[src/rtl/traffic_lamp_ctrl.sv]
// Lamp driver downstream of the traffic phase FSM: IDLE yellow flash, dwell counter,
// phase-change strobe and sticky safety fault. Optional lamp test: TRAFFIC_LAMP_TEST_EN.

module traffic_lamp_ctrl_chk #(
    parameter int DW_W = 8
) (
    input logic            clock,
    input logic            rst,
    input logic            lamp_r,
    input logic            lamp_y,
    input logic            lamp_g,
    input logic            lamp_test,
    input logic            phase_chg,
    input logic            fault,
    input logic [DW_W-1:0] dwell
);
    // Red and green must never be lit together outside lamp test.
    a_no_red_green: assert property (@(posedge clock) disable iff (!rst)
        !lamp_test |-> !(lamp_r && lamp_g));

    a_fault_red: assert property (@(posedge clock) disable iff (!rst)
        (fault && !lamp_test) |-> (lamp_r && !lamp_y && !lamp_g));

    a_chg_dwell: assert property (@(posedge clock) disable iff (!rst)
        phase_chg |-> (dwell == '0));
endmodule

module traffic_lamp_ctrl #(
    parameter int BLINK_DIV  = 4,
    parameter int MIN_YELLOW = 3,
    parameter int DW_W       = 8
) (
    input  logic            clock,
    input  logic            rst,
    input  logic [1:0]      state_in,
    input  logic            fault_clr,
`ifdef TRAFFIC_LAMP_TEST_EN
    input  logic            lamp_test,
`endif
    output logic            lamp_r,
    output logic            lamp_y,
    output logic            lamp_g,
    output logic            phase_chg,
    output logic [DW_W-1:0] dwell,
    output logic            fault
);
    typedef enum logic [1:0] {
        PH_IDLE   = 2'd0,
        PH_GREEN  = 2'd1,
        PH_YELLOW = 2'd2,
        PH_RED    = 2'd3
    } phase_t;

    localparam int BC_W = (BLINK_DIV > 1) ? $clog2(BLINK_DIV) : 1;
    localparam logic [BC_W-1:0] BC_LAST = BC_W'(BLINK_DIV - 1);

    phase_t            state_r;
    logic [BC_W-1:0]   blink_cnt_r;
    logic              blink_on_r;
    logic [DW_W-1:0]   dwell_r;
    logic              phase_chg_r;
    logic              fault_r;

    phase_t            state_in_s;
    logic              chg_s;
    logic              yellow_short_s;
    logic              fault_evt_s;
    logic              test_s;

    // Only forward steps of the cycle, or a drop to IDLE, are safe.
    function automatic logic legal_step(input phase_t from, input phase_t to);
        logic ok;
        ok = 1'b0;
        case (to)
            PH_IDLE:   ok = 1'b1;
            PH_GREEN:  ok = (from == PH_IDLE);
            PH_YELLOW: ok = (from == PH_GREEN);
            PH_RED:    ok = (from == PH_YELLOW);
            default:   ok = 1'b0;
        endcase
        return ok;
    endfunction

`ifdef TRAFFIC_LAMP_TEST_EN
    assign test_s = lamp_test;
`else
    assign test_s = 1'b0;
`endif

    assign state_in_s = phase_t'(state_in);

    // Change detection and fault-event qualification against the pre-edge dwell.
    always_comb begin
        chg_s          = (state_in_s != state_r);
        yellow_short_s = (state_r == PH_YELLOW) && (state_in_s == PH_RED) &&
                         ((int'(dwell_r) + 32'sd1) < MIN_YELLOW);
        fault_evt_s    = chg_s && (!legal_step(state_r, state_in_s) || yellow_short_s);
    end

    // Phase register, dwell counter, strobe, flash timer and sticky fault.
    always_ff @(posedge clock or negedge rst) begin
        if (!rst) begin
            state_r     <= PH_IDLE;
            blink_cnt_r <= '0;
            blink_on_r  <= 1'b1;
            dwell_r     <= '0;
            phase_chg_r <= 1'b0;
            fault_r     <= 1'b0;
        end else begin
            state_r <= state_in_s;
            if (chg_s) begin
                phase_chg_r <= 1'b1;
                dwell_r     <= '0;
                if (state_in_s == PH_IDLE) begin
                    blink_cnt_r <= '0;
                    blink_on_r  <= 1'b1;
                end else begin
                    blink_cnt_r <= blink_cnt_r;
                    blink_on_r  <= blink_on_r;
                end
            end else begin
                phase_chg_r <= 1'b0;
                if (dwell_r != {DW_W{1'b1}}) begin
                    dwell_r <= dwell_r + DW_W'(1'b1);
                end else begin
                    dwell_r <= dwell_r;
                end
                if (state_r == PH_IDLE) begin
                    if (blink_cnt_r == BC_LAST) begin
                        blink_cnt_r <= '0;
                        blink_on_r  <= ~blink_on_r;
                    end else begin
                        blink_cnt_r <= blink_cnt_r + BC_W'(1'b1);
                        blink_on_r  <= blink_on_r;
                    end
                end else begin
                    blink_cnt_r <= blink_cnt_r;
                    blink_on_r  <= blink_on_r;
                end
            end
            // A fault event on the same edge beats a clear request.
            if (fault_evt_s) begin
                fault_r <= 1'b1;
            end else if (fault_clr) begin
                fault_r <= 1'b0;
            end else begin
                fault_r <= fault_r;
            end
        end
    end

    // Lamp decode; fault forces red, lamp test lights everything.
    always_comb begin
        lamp_r = 1'b0;
        lamp_y = 1'b0;
        lamp_g = 1'b0;
        if (test_s) begin
            lamp_r = 1'b1;
            lamp_y = 1'b1;
            lamp_g = 1'b1;
        end else if (fault_r) begin
            lamp_r = 1'b1;
        end else begin
            case (state_r)
                PH_IDLE:   lamp_y = blink_on_r;
                PH_GREEN:  lamp_g = 1'b1;
                PH_YELLOW: lamp_y = 1'b1;
                PH_RED:    lamp_r = 1'b1;
                default:   lamp_r = 1'b1;
            endcase
        end
    end

    assign phase_chg = phase_chg_r;
    assign dwell     = dwell_r;
    assign fault     = fault_r;

    traffic_lamp_ctrl_chk #(.DW_W(DW_W)) u_chk (
        .clock     (clock),
        .rst       (rst),
        .lamp_r    (lamp_r),
        .lamp_y    (lamp_y),
        .lamp_g    (lamp_g),
        .lamp_test (test_s),
        .phase_chg (phase_chg),
        .fault     (fault),
        .dwell     (dwell)
    );
endmodule
[config.mk]
export PLATFORM = sky130hd
export DESIGN_NAME = traffic_lamp_ctrl
export DESIGN_NICKNAME = d
export VERILOG_FILES = /design/src/rtl/traffic_lamp_ctrl.sv
export SDC_FILE = /design/constraint.sdc
export NUM_CORES = 1
export LEC_CHECK = 0
export BUFFER_PORTS_ARGS = -buffer_cell sky130_fd_sc_hd__clkbuf_2
export CAP_MARGIN = 20
export CORE_MARGIN = 2
export CORE_UTILIZATION = 47
export DETAILED_ROUTE_END_ITERATION = 8
export GPL_ROUTABILITY_DRIVEN = 0
export GPL_TIMING_DRIVEN = 1
export PLACE_DENSITY = 0.68
export SLEW_MARGIN = 20
export SYNTH_ARGS = -nofsm -noshare
export SYNTH_HDL_FRONTEND = slang
export SYNTH_SLANG_ARGS = --single-unit
[constraint.sdc]
create_clock -name clock -period 3.6 [get_ports clock]
set_clock_uncertainty 0.15 [all_clocks]
set_input_delay 0 -clock clock [delete_from_list [all_inputs] [get_ports clock]]
set_output_delay 0 -clock clock [all_outputs]
set_load 0.03 [all_outputs]
==> reports/results.txt, run 1 <==
Setup violations remaining at the end of the flow were counted as 0. Width of the die: 45.8 µm. The net count of the mapped netlist is 96. The worst setup path startpoint is dwell[0]$_DFFE_PN0P_. Counting distinct cell types in the post-synthesis netlist gives 31. The maximum fanout encountered on the critical timing path works out to 6. The initial antenna violation count is 0.

For the setup slack of the critical path after layout, the log shows 1.77 ns. For the count of TritonRoute iterations in the first routing pass, the log shows 4. For the pin with the worst max-slew slack, the measured transition is 0.364 ns. The worst setup path is of the reg2reg kind. TritonCTS built the clock tree.

The largest net degree at the start of global routing is 16. The flow ran to the end, and the final reports show no timing, DRC or antenna violations. The category of the worst setup path launch point is a register. The tools report the count of warnings emitted by yosys as 0.

The run gives 27.2% as the portion of total power attributed to the clock network. Wires add up to 1610 µm. Timing would allow up to 546 MHz. Global routing used 25.0% of the available met1 tracks.

The worst-skew pair later-pin latency was 0.28 ns; the count of buffers inserted at the top-level ports was 17. The tools report the number of max-slew violations in the final report as 0. The remaining design rule violation count was 0. In the layout the commonest cells are sky130_fd_sc_hd__clkbuf_2, sky130_fd_sc_hd__dfrtp_1, sky130_fd_sc_hd__nor2_1.

Setup repair after global routing left no endpoint under its margin. Buffers inserted during clock tree synthesis total 3. Layout-stage area growth over the synthesis result: 18.5%.

Dividing the final minimum period by the clock period gives 50.8%. The tools report the sort of element at the end of the critical path as a register. The logs give 0 for the hold violation count in the final report and 0 for the number of gates resized after cts. In this run switching power makes up 30.2% of total power. Count of pins on the block boundary: 18. The worst register-to-register path begins at dwell[0]$_DFFE_PN0P_. Summed over all layers, the global routing overflow is 0. Combinational logic burns 18.6% of the power. Summed over all nets, the half-perimeter wirelength after detailed placement is 1150 µm. The initialized floorplan defines 15 standard-cell rows. Summed over all nets, the switching power comes to 0.107 mW. met2 is the most crowded layer. The clock net sink count is 15, and the height of the die is 45.8 µm. Via count of the first global-routing pass: 618.

The part of the power in registers is 54.2%. The most common cell after layout, fill and taps aside was sky130_fd_sc_hd__clkbuf_2. At the worst endpoint, the arrival time is 1.84 ns. Timing analysis after detailed placement gives a worst setup slack of 1.79 ns.

After synthesis the netlist holds a flip-flop and latch count of 15. The deepest level of the CTS H-tree is 1. At the worst endpoint, the required time is 3.61 ns. The tools report the max-capacitance violation count as 0. The min-delay analysis places its worst path in the category in2async. The filler cells instantiated in the layout total 169.

The dominant register cell in the synthesized netlist is sky130_fd_sc_hd__dfrtp_1. After layout, the minimum clock period comes to 1.83 ns. In the final layout, the share of cells above drive strength 1 is 23.4%. For this run, the total global-route usage over all layers was measured as 17.9%. Number of flops mapped to enable cells by yosys: 0.

For met2 alone, demand over resource in global routing was 26.5%. The total die area came out at 2090 µm². Share of the yosys chip area belonging to registers: 46.0%. The global-route wire length before repair was 2660 µm. The final sum of negative setup slack is 0 ns.

The cell sitting at the root of the clock tree is a sky130_fd_sc_hd__clkbuf_4. The mean instance size in the synthesized netlist was 9.21 µm². For this block, the via count after detailed routing is 705. Final hold analysis gives a worst-case slack of 0.00610 ns. For this run, the post-layout net count is 119. The logs give 1690 µm² for the area inside the core boundary and 48.5% for the initial core utilization. The static power due to leakage was 0.448 nW; the fraction of registers with async set or reset after synthesis was 100%.

Summing every instance area after synthesis gives 820 µm². For met3 alone, demand over resource in global routing was 2.38%. For the number of DRC violations after detailed-routing iteration 0, the log shows 16. The power per unit of standard cell area is 366 nW/µm². The clock-pin slew of the registers on the worst-case setup and hold paths came out at 0.09 ns.

The maximum resistive drop on vdd was 0.193 mV; the mean number of vias per cell was 5.51. No sink is reached through more buffers than the 2 on the longest clock path. The run gives 0 as the final antenna diode count. The detailed-route wire length per cell works out to 12.6 µm. The run gives 0.355 mW as the total design power. The tools report the remaining max-slew budget at the tightest pin as 75.7%. Once detail routing completed, the nets flagged for antenna violations numbered 0. The tools report the design internal power as 0.248 mW.

Synthesis produced a netlist whose cell count is 89.
## worst paths after layout
check | to | slack (ns) | cells after the start
max | dwell[0]$_DFFE_PN0P_ | 1.77 | 5
min | state_r[0]$_DFF_PN0_ | 0.006 | 2
max reg2reg | dwell[0]$_DFFE_PN0P_ | 1.77 | 5
min reg2reg | blink_on_r$_DFFE_PN1P_ | 0.39 | 2
max in group asynchronous | blink_on_r$_DFFE_PN1P_ | 2.99 | 2
min in group clock | state_r[1]$_DFF_PN0_ | 0.31 | 2
## state kept, by name, indices dropped and copies added, names as in the netlist
register	cells
phase_chg	1
dwell	8
blink_on_r	1
blink_cnt_r	2
fault	1
state_r	2
## cells in the mapped netlist (2+ instances only)
library cell | number | area (µm²)
sky130_fd_sc_hd__dfrtp_1 | 14 | 350
sky130_fd_sc_hd__nor2_1 | 10 | 37.5
sky130_fd_sc_hd__a21oi_1 | 8 | 40.0
sky130_fd_sc_hd__nand2_1 | 8 | 30.0
sky130_fd_sc_hd__o21ai_0 | 6 | 30.0
sky130_fd_sc_hd__xnor2_1 | 6 | 52.6
sky130_fd_sc_hd__inv_1 | 4 | 15.0
sky130_fd_sc_hd__nand3_1 | 3 | 15.0
sky130_fd_sc_hd__nor3_1 | 3 | 15.0
sky130_fd_sc_hd__a211oi_1 | 2 | 15.0
sky130_fd_sc_hd__and3_1 | 2 | 12.5
sky130_fd_sc_hd__buf_2 | 2 | 10.0
sky130_fd_sc_hd__ha_1 | 2 | 25.0
sky130_fd_sc_hd__mux2i_1 | 2 | 20.0
## routing by layer
metal | share of wire (%) | vias up
met4 | 2.5 | 0
met3 | 2.9 | 4
met2 | 43 | 15
met5 | 0 | -
met1 | 52 | 327
li1 | - | 359
## stage by stage
step | utilization (%) | instances | area (µm²)
after floorplan | - | 89 | 820
after detailed placement | 53.6 | 120 | 905
after CTS | 57.5 | 128 | 971
after global placement | 53.6 | 120 | 905
final | 57.5 | 128 | 971
after global routing | 57.5 | 128 | 971
## timing repair
| action | in CTS | in global routing |
|---|---|---|
| setup endpoints to repair | 0 | 0 |
| hold endpoints to repair | 21 | 0 |
| buffers inserted | 0 | 0 |
| hold buffers | 4 | 0 |
## power groups by stage
stage          combinational [mW]  sequential, mW  clock [mW]
2_1_floorplan              0.0340           0.204           0
4_1_cts                    0.0673           0.193      0.0983
5_1_grt                    0.0751           0.195       0.108
6_report                   0.0662           0.192      0.0967
3_5_place_dp               0.0637           0.196           0
3_3_place_gp               0.0625           0.195           0
## kinds of logic (layout without fill, tap and decap cells)
family | Yosys count | after routing | synth area share [%]
simple gates | 34 | 34 | 20.8
compound gates | 23 | 23 | 16.9
flops | 15 | 15 | 46.0
buf+inv | 7 | 29 | 4.43
xor+xnor | 6 | 6 | 6.41
fa+ha+maj | 2 | 2 | 3.05
mux | 2 | 2 | 2.44
## critical path, cell delays in order, from the launching register on
cell and delay (ns):
sky130_fd_sc_hd__dfrtp_1 0.42, sky130_fd_sc_hd__ha_1 0.27, sky130_fd_sc_hd__nand3_2 0.12, sky130_fd_sc_hd__or3_1 0.51, sky130_fd_sc_hd__xnor2_1 0.19, sky130_fd_sc_hd__nor2_1 0.05
## cell type report
type | instances | area, µm² | area share, %
Clock buffer | 4 | 26.3 | 2.71
Inverter | 4 | 15.0 | 1.55
Multi-Input combinational cell | 67 | 407 | 41.9
Sequential cell | 15 | 377 | 38.8
Tap cell | 17 | 21.3 | 2.19
Timing Repair Buffer | 21 | 125 | 12.9
Power figures use the tool's default switching activity.
==> inputs of run 2 (changes only) <==
--- a/config.mk
+++ b/config.mk
@@ -8,11 +8,11 @@
 export BUFFER_PORTS_ARGS = -buffer_cell sky130_fd_sc_hd__clkbuf_2
 export CAP_MARGIN = 20
 export CORE_MARGIN = 2
-export CORE_UTILIZATION = 47
+export CORE_UTILIZATION = 46
 export DETAILED_ROUTE_END_ITERATION = 8
 export GPL_ROUTABILITY_DRIVEN = 0
 export GPL_TIMING_DRIVEN = 1
-export PLACE_DENSITY = 0.68
+export PLACE_DENSITY = 0.69
 export SLEW_MARGIN = 20
 export SYNTH_ARGS = -nofsm -noshare
 export SYNTH_HDL_FRONTEND = slang
==> constraint.sdc (replaced) <==
create_clock -name clock -period 1.65 [get_ports clock]
set_clock_uncertainty 0.15 [all_clocks]
set_input_delay 0 -clock clock [delete_from_list [all_inputs] [get_ports clock]]
set_output_delay 0 -clock clock [all_outputs]
set_load 0.03 [all_outputs]
==> reports/results.txt, run 2 (synthesized netlist as in run 1, its figures left out) <==
The run gives 1080 µm² (+11%) as the area of all placed cells without fillers. In this run the clock root is driven by a sky130_fd_sc_hd__clkbuf_4. The logs give 15 (unchanged) for the number of standard-cell rows in the floorplan and 1280 µm (+11%) for the total half-perimeter wirelength after legalization and detailed placement.

Width of the die: 46.2 µm (+0.99%). The count of buffers inserted at the top-level ports was 17 (unchanged). The total die area was 2140 µm² (+2.0%); the final global-route overflow total was 0 (unchanged). The tools report the initial antenna violation count as 0 (unchanged).

The mean number of vias per cell was 5.02 (-8.8%); the initial core utilization was 48.0% (-0.53 points). TritonCTS built the clock tree. The area inside the core boundary was 1710 µm² (+1.1%); the maximum count of clock buffers along a single path was 2 (unchanged).

The tools report the number of max-slew violations in the final report as 0 (unchanged). The count of nets after finishing is 126 (+5.9%), and the count of final setup violators is 0 (unchanged). The endpoint identified for the worst register-to-register timing path is fault$_DFFE_PN0P_.

The worst setup path is captured at a register. The most common cell after layout, fill and taps aside is sky130_fd_sc_hd__clkbuf_2. For the area taken by flip-flops and latches, the log shows 379 µm² (+0.66%). Max-capacitance violation count: 0 (unchanged). The tools report the count of pins on the block boundary as 18 (unchanged). Deepest level of the CTS H-tree: 1 (unchanged). For the remaining max-slew budget at the tightest pin, the log shows 74.8% (-0.86 points). For the highest clock frequency the design can meet, the log shows 633 MHz (+16%). The number of antenna-violating nets in the routed design came out at 0 (unchanged). The run gives 0.28 ns (about the same) as the worst-skew pair later-pin latency. The total global-route track usage came out at 19.7% (+1.8 points). The maximum fanout encountered on the critical timing path was 5 (-1); the via count of the first global-routing pass was 652 (+5.5%). In the layout the commonest cells are sky130_fd_sc_hd__clkbuf_2, sky130_fd_sc_hd__dfrtp_1, sky130_fd_sc_hd__nor2_1. The run gives 156 (-7.7%) as the number of fillers in the final layout. Setup repair after global routing could not meet its margin everywhere. The run gives 0.07 ns (-1.70 ns) as the worst-case register-to-register setup slack.

The flip-flop count of the largest register after layout is 8 (unchanged), and the hold violation count in the final report is 0 (unchanged). The post-placement cell area is 967 µm² (+6.9%), and the height of the die is 46.2 µm (+0.99%). The worst setup path is launched from a register.

The detailed-route wire length per cell was 12.7 µm (+0.32%). Post-route worst hold slack: 0.0135 ns (+0.00737 ns). The critical path is of the reg2reg type.

The static power due to leakage is 0.481 nW (+7.3%), and the minimum clock period is 1.58 ns (-0.252 ns). The data required time of the critical path is 1.69 ns (-1.92 ns), and the number of placed instances with taps included is 133 (+11%). Fraction of layout instances using a drive strength above 1: 33.9% (+10 points). The tools report the overall via count from detail_route as 718 (+1.8%). The run gives 0.580 mV (+200%) as the maximum resistive drop on vdd. The startpoint identified for the worst register-to-register timing path is dwell[0]$_DFFE_PN0P_. Total wire length: 1810 µm (+12%). The number of standard cells in the layout, taps in and fillers out was 143 (+12%). The run gives 16 (unchanged) as the largest net degree at the start of global routing. The number of DRC violations after detailed-routing iteration 0 was 14 (-2). The flow ran to the end, and the final reports show no timing, DRC or antenna violations. For the multi-input logic area, the log shows 449 µm² (+10%). Path class of the lowest-slack min-delay path: in2async. For the remaining design rule violation count, the log shows 0 (unchanged). The final cycle utilization of the critical path was 95.7% (+45 points). The arrival time reported for the critical path endpoint was 1.62 ns (-0.22 ns); the power per unit of standard cell area was 729 nW/µm² (+99%). The number of cell instances on the worst register-to-register path is 5 (unchanged), and the total design power is 0.786 mW (+120%). The count of TritonRoute iterations in the first routing pass is 4 (unchanged), and the clock net sink count is 15 (unchanged). The tools report the final antenna diode count as 0 (unchanged). The actual transition at the worst max-transition pin was 0.378 ns (+0.0139 ns); the global-route wire length before repair was 2980 µm (+12%).

Compared with the post-synthesis result, the final layout area differs by 31.6%. The clock-pin slew of the registers on the worst-case setup and hold paths came out at 0.09 ns (about the same). The number of buffers added by the clock tree synthesis step came out at 3 (unchanged).
run 2: worst max-delay path, cell delays in order (launching register included):
cell and delay (ns):
sky130_fd_sc_hd__dfrtp_2 0.44, sky130_fd_sc_hd__ha_4 0.19, sky130_fd_sc_hd__and3_4 0.17, sky130_fd_sc_hd__a31oi_4 0.19, sky130_fd_sc_hd__o211ai_1 0.11, sky130_fd_sc_hd__o31ai_1 0.24
run 2: metal layers:
| metal | global-route usage [%] | wire [µm] | vias to the layer above |
|---|---|---|---|
| li1 | - | - | 372 |
| met1 | 26.2 | 893 | 322 |
| met2 | 30.8 | 808 | 20 |
| met3 | 2.75 | 69 | 4 |
| met4 | 10.3 | 38 | 0 |
| met5 | 0 | 0 | - |
run 2: per-stage QoR:
step                utilization (%)  setup TNS, ns  setup slack [ns]
floorplan                         -       -0.00930          -0.00908
global placement               56.6              0            0.0179
detailed placement             56.6        -0.0329           -0.0329
CTS                            61.3              0            0.0157
global route                   63.2        -0.0175           -0.0175
finish                         63.2              0            0.0712
run 2: final cells by class:
type / count / area share, %
sequential: 15 / 35.2
tap: 25 / 2.90
inverter: 4 / 1.39
timing repair buffer: 28 / 16.5
clock buffer: 4 / 2.44
multi-input combinational: 67 / 41.6
run 2: how the worst max path moves through the flow:
stage | start | endpoint
6_report | dwell[0]$_DFFE_PN0P_ | fault$_DFFE_PN0P_
5_1_grt | dwell[0]$_DFFE_PN0P_ | fault$_DFFE_PN0P_
4_1_cts | dwell[1]$_DFFE_PN0P_ | fault$_DFFE_PN0P_
3_5_place_dp | dwell[0]$_DFFE_PN0P_ | fault$_DFFE_PN0P_
3_3_place_gp | dwell[0]$_DFFE_PN0P_ | fault$_DFFE_PN0P_
2_1_floorplan | dwell[0]$_DFFE_PN0P_ | dwell[1]$_DFFE_PN0P_
run 2: repair_timing:
item / 4_1_cts / 5_1_grt
hold buffers: 4 / 0
pin swaps: 1 / 1
buffers inserted: 1 / 1
gates resized for setup: 1 / 5
endpoints found under the setup margin: 1 / 3
hold endpoints to repair: 21 / 0
run 2: where the power goes:
part	switching [mW]	internal (mW)	total (mW)
Clock	0.114	0.0938	0.208
Sequential	0.0243	0.397	0.422
Combinational	0.0976	0.0590	0.157
==> inputs of run 3 (changes only) <==
==> constraint.sdc (replaced) <==
create_clock -name clock -period 1.34 [get_ports clock]
set_clock_uncertainty 0.15 [all_clocks]
set_input_delay 0 -clock clock [delete_from_list [all_inputs] [get_ports clock]]
set_output_delay 0 -clock clock [all_outputs]
set_load 0.03 [all_outputs]
==> reports/results.txt, run 3 (synthesized netlist as in run 1, its figures left out) <==
The total half-perimeter wirelength after legalization and detailed placement came out at 1400 µm (+9.6%). The final cycle utilization of the critical path is 117% (+21 points). The met3 capacity usage during global routing is 3.14% (+0.39 points).

The run finished, with violations left. Total wire length: 2570 µm (+42%). The switching share of power was 31.7% (+1.7 points); the height of the die was 46.2 µm (unchanged).

The min-delay analysis places its worst path in the category in2async. Actual transition at the worst max-transition pin: 0.383 ns (+0.00551 ns). The area of all placed cells without fillers came out at 1420 µm² (+32%).

The minimum clock period was 1.56 ns (-0.0162 ns); the overall via count from detail_route was 869 (+21%). The clock net sink count was 15 (unchanged). The share of the core filled with cells was 83.1% (+20 points). The worst setup path is of the reg2reg kind. The category of the worst setup path launch point is a register. TritonCTS built the clock tree.

The total global-route track usage is 24.2% (+4.4 points). The final sum of negative setup slack is -1.28 ns (-1.28 ns). The total design power is 1.07 mW (+36%).

The maximum count of clock buffers along a single path was 2 (unchanged). The clock-pin slew of the registers on the worst-case setup and hold paths is 0.10 ns (about the same). Number of standard-cell rows in the floorplan: 15 (unchanged). The library cells used most frequently in the layout, excluding fill and tap cells, are sky130_fd_sc_hd__buf_4, sky130_fd_sc_hd__clkbuf_2, sky130_fd_sc_hd__dfrtp_1. The logs give 0 (unchanged) for the number of antenna-violating nets in the routed design and 42.8% (+12 points) for the global routing met2 resource utilization. The run gives 143 (+13%) as the count of nets after finishing. The global routing usage on met1 is 28.2% (+2.0 points), and the flip-flop count of the largest register after layout is 8 (unchanged). The final antenna diode count came out at 0 (unchanged). Setup repair after global routing could not meet its margin everywhere.

The total die area is 2140 µm² (unchanged). Global routing's busiest layer: met2. For the part of the power in combinational logic, the log shows 25.5% (+5.6 points). The most common cell after layout, fill and taps aside is sky130_fd_sc_hd__buf_4. The static power due to leakage is 0.633 nW (+32%), and the initial antenna violation count is 0 (unchanged). The switching power summed over all nets was 0.338 mW (+43%). Count of TritonRoute iterations in the first routing pass: 5 (+1).

The design internal power came out at 0.728 mW (+32%). Sort of element at the end of the critical path: a register. The largest net degree at the start of global routing was 16 (unchanged); the layout-stage area growth over the synthesis result was 73.1%. The fraction of layout instances using a drive strength above 1 was 58.5% (+25 points); the number of buffers added by the clock tree synthesis step was 3 (unchanged).

The portion of total power attributed to the clock network came out at 25.2% (-1.2 points). Global-route wire length before repair: 3550 µm (+19%). The checks that failed: hold timing, setup timing. The tools report the area inside the core boundary as 1710 µm² (unchanged).

The via count of the first global-routing pass was 816 (+25%). The count of final setup violators is 10 (+10). The run gives 0 (unchanged) as the remaining design rule violation count. The remaining max-slew budget at the tightest pin was 74.4% (-0.37 points); the part of the power in registers was 49.3% (-4.3 points). The post-route worst hold slack was -0.00133 ns (-0.0148 ns); the count of buffers inserted at the top-level ports was 17 (unchanged).

The tools report the initial core utilization as 48.0% (unchanged). The setup slack of the critical path after layout came out at -0.223 ns (-0.294 ns). Final global-route overflow total: 0 (unchanged). The tools report the count of pins on the block boundary as 18 (unchanged).

The number of max-slew violations in the final report was 0 (unchanged). For the highest clock frequency the design can meet, the log shows 640 MHz (+1.0%). The max-capacitance violation count is 0 (unchanged), and the width of the die is 46.2 µm (unchanged). For the deepest level of the CTS H-tree, the log shows 1 (unchanged). The mean number of vias per cell was 5.43 (+8.2%).

The maximum resistive drop on vdd is 0.651 mV (+12%), and the number of DRC violations after detailed-routing iteration 0 is 6 (-8). The post-placement cell area is 1100 µm² (+14%). For the arrival time reported for the critical path endpoint, the log shows 1.62 ns (about the same). The hold violation count in the final report was 1 (+1); the maximum fanout encountered on the critical timing path was 3 (-2). The tools report the worst-skew pair later-pin latency as 0.29 ns (about the same). The power per unit of standard cell area is 751 nW/µm² (+3.1%), and the detailed-route wire length per cell is 16.1 µm (+27%). For the data required time of the critical path, the log shows 1.39 ns (-0.30 ns). In this run the clock root is driven by a sky130_fd_sc_hd__clkbuf_4.
[run 3: cell types whose count changed in the layout (fill, tap and decap cells not counted), sizes merged]
cell	previous run	this run
clkbuf	21	18
buf	7	27
[run 3: stage by stage]
stage | instances | setup slack [ns]
floorplan | 89 | -0.311
global placement | 149 | -0.198
detailed placement | 149 | -0.262
CTS | 162 | -0.184
global route | 160 | -0.252
finish | 160 | -0.223
[run 3: cell type report]
cell class	instances	area, µm²
inverters	4	15.0
multi-input cells	67	616
flip-flops and latches	15	383
repair buffers	45	348
clock buffers	4	26.3
well taps	25	31.3
fillers	94	289
[run 3: layer usage]
layer,share of wire (%),vias to the layer above
li1,-,405
met3,3.6,10
met1,37,427
met2,56,27
met5,0,-
met4,3.2,0
[run 3: power groups by stage]
stage | logic (mW) | registers [mW] | clock network (mW)
6_report | 0.272 | 0.525 | 0.268
5_1_grt | 0.295 | 0.529 | 0.285
4_1_cts | 0.240 | 0.520 | 0.270
3_5_place_dp | 0.208 | 0.528 | 0
3_3_place_gp | 0.203 | 0.525 | 0
2_1_floorplan | 0.0964 | 0.552 | 0
[run 3: final timing paths]
| kind | start | end | slack [ns] | cells past startpoint |
|---|---|---|---|---|
| max | dwell[1]$_DFFE_PN0P_ | fault$_DFFE_PN0P_ | -0.22 | 5 |
| max reg2reg | dwell[1]$_DFFE_PN0P_ | fault$_DFFE_PN0P_ | -0.22 | 5 |
| max in group asynchronous | rst | blink_on_r$_DFFE_PN1P_ | 0.73 | 2 |
| min in group clock | state_in[1] | state_r[1]$_DFF_PN0_ | 0.31 | 1 |
| min reg2reg | blink_cnt_r[1]$_DFFE_PN0P_ | blink_cnt_r[1]$_DFFE_PN0P_ | 0.37 | 2 |
| min | rst | dwell[2]$_DFFE_PN0P_ | -0.001 | 2 |
[run 3: repair_timing]
item,in CTS,in global routing
endpoints found under the setup margin,11,14
hold endpoints to repair,21,0
setup buffers,5,0
pin swaps,7,4
resized for setup,26,24
hold buffers,4,0
[run 3: critical path: stages, from the launching register on]
cell and delay, ns:
sky130_fd_sc_hd__dfrtp_2 0.44, sky130_fd_sc_hd__ha_4 0.19, sky130_fd_sc_hd__and3_4 0.17, sky130_fd_sc_hd__a31oi_4 0.18
sky130_fd_sc_hd__o211ai_1 0.16, sky130_fd_sc_hd__o31ai_4 0.19
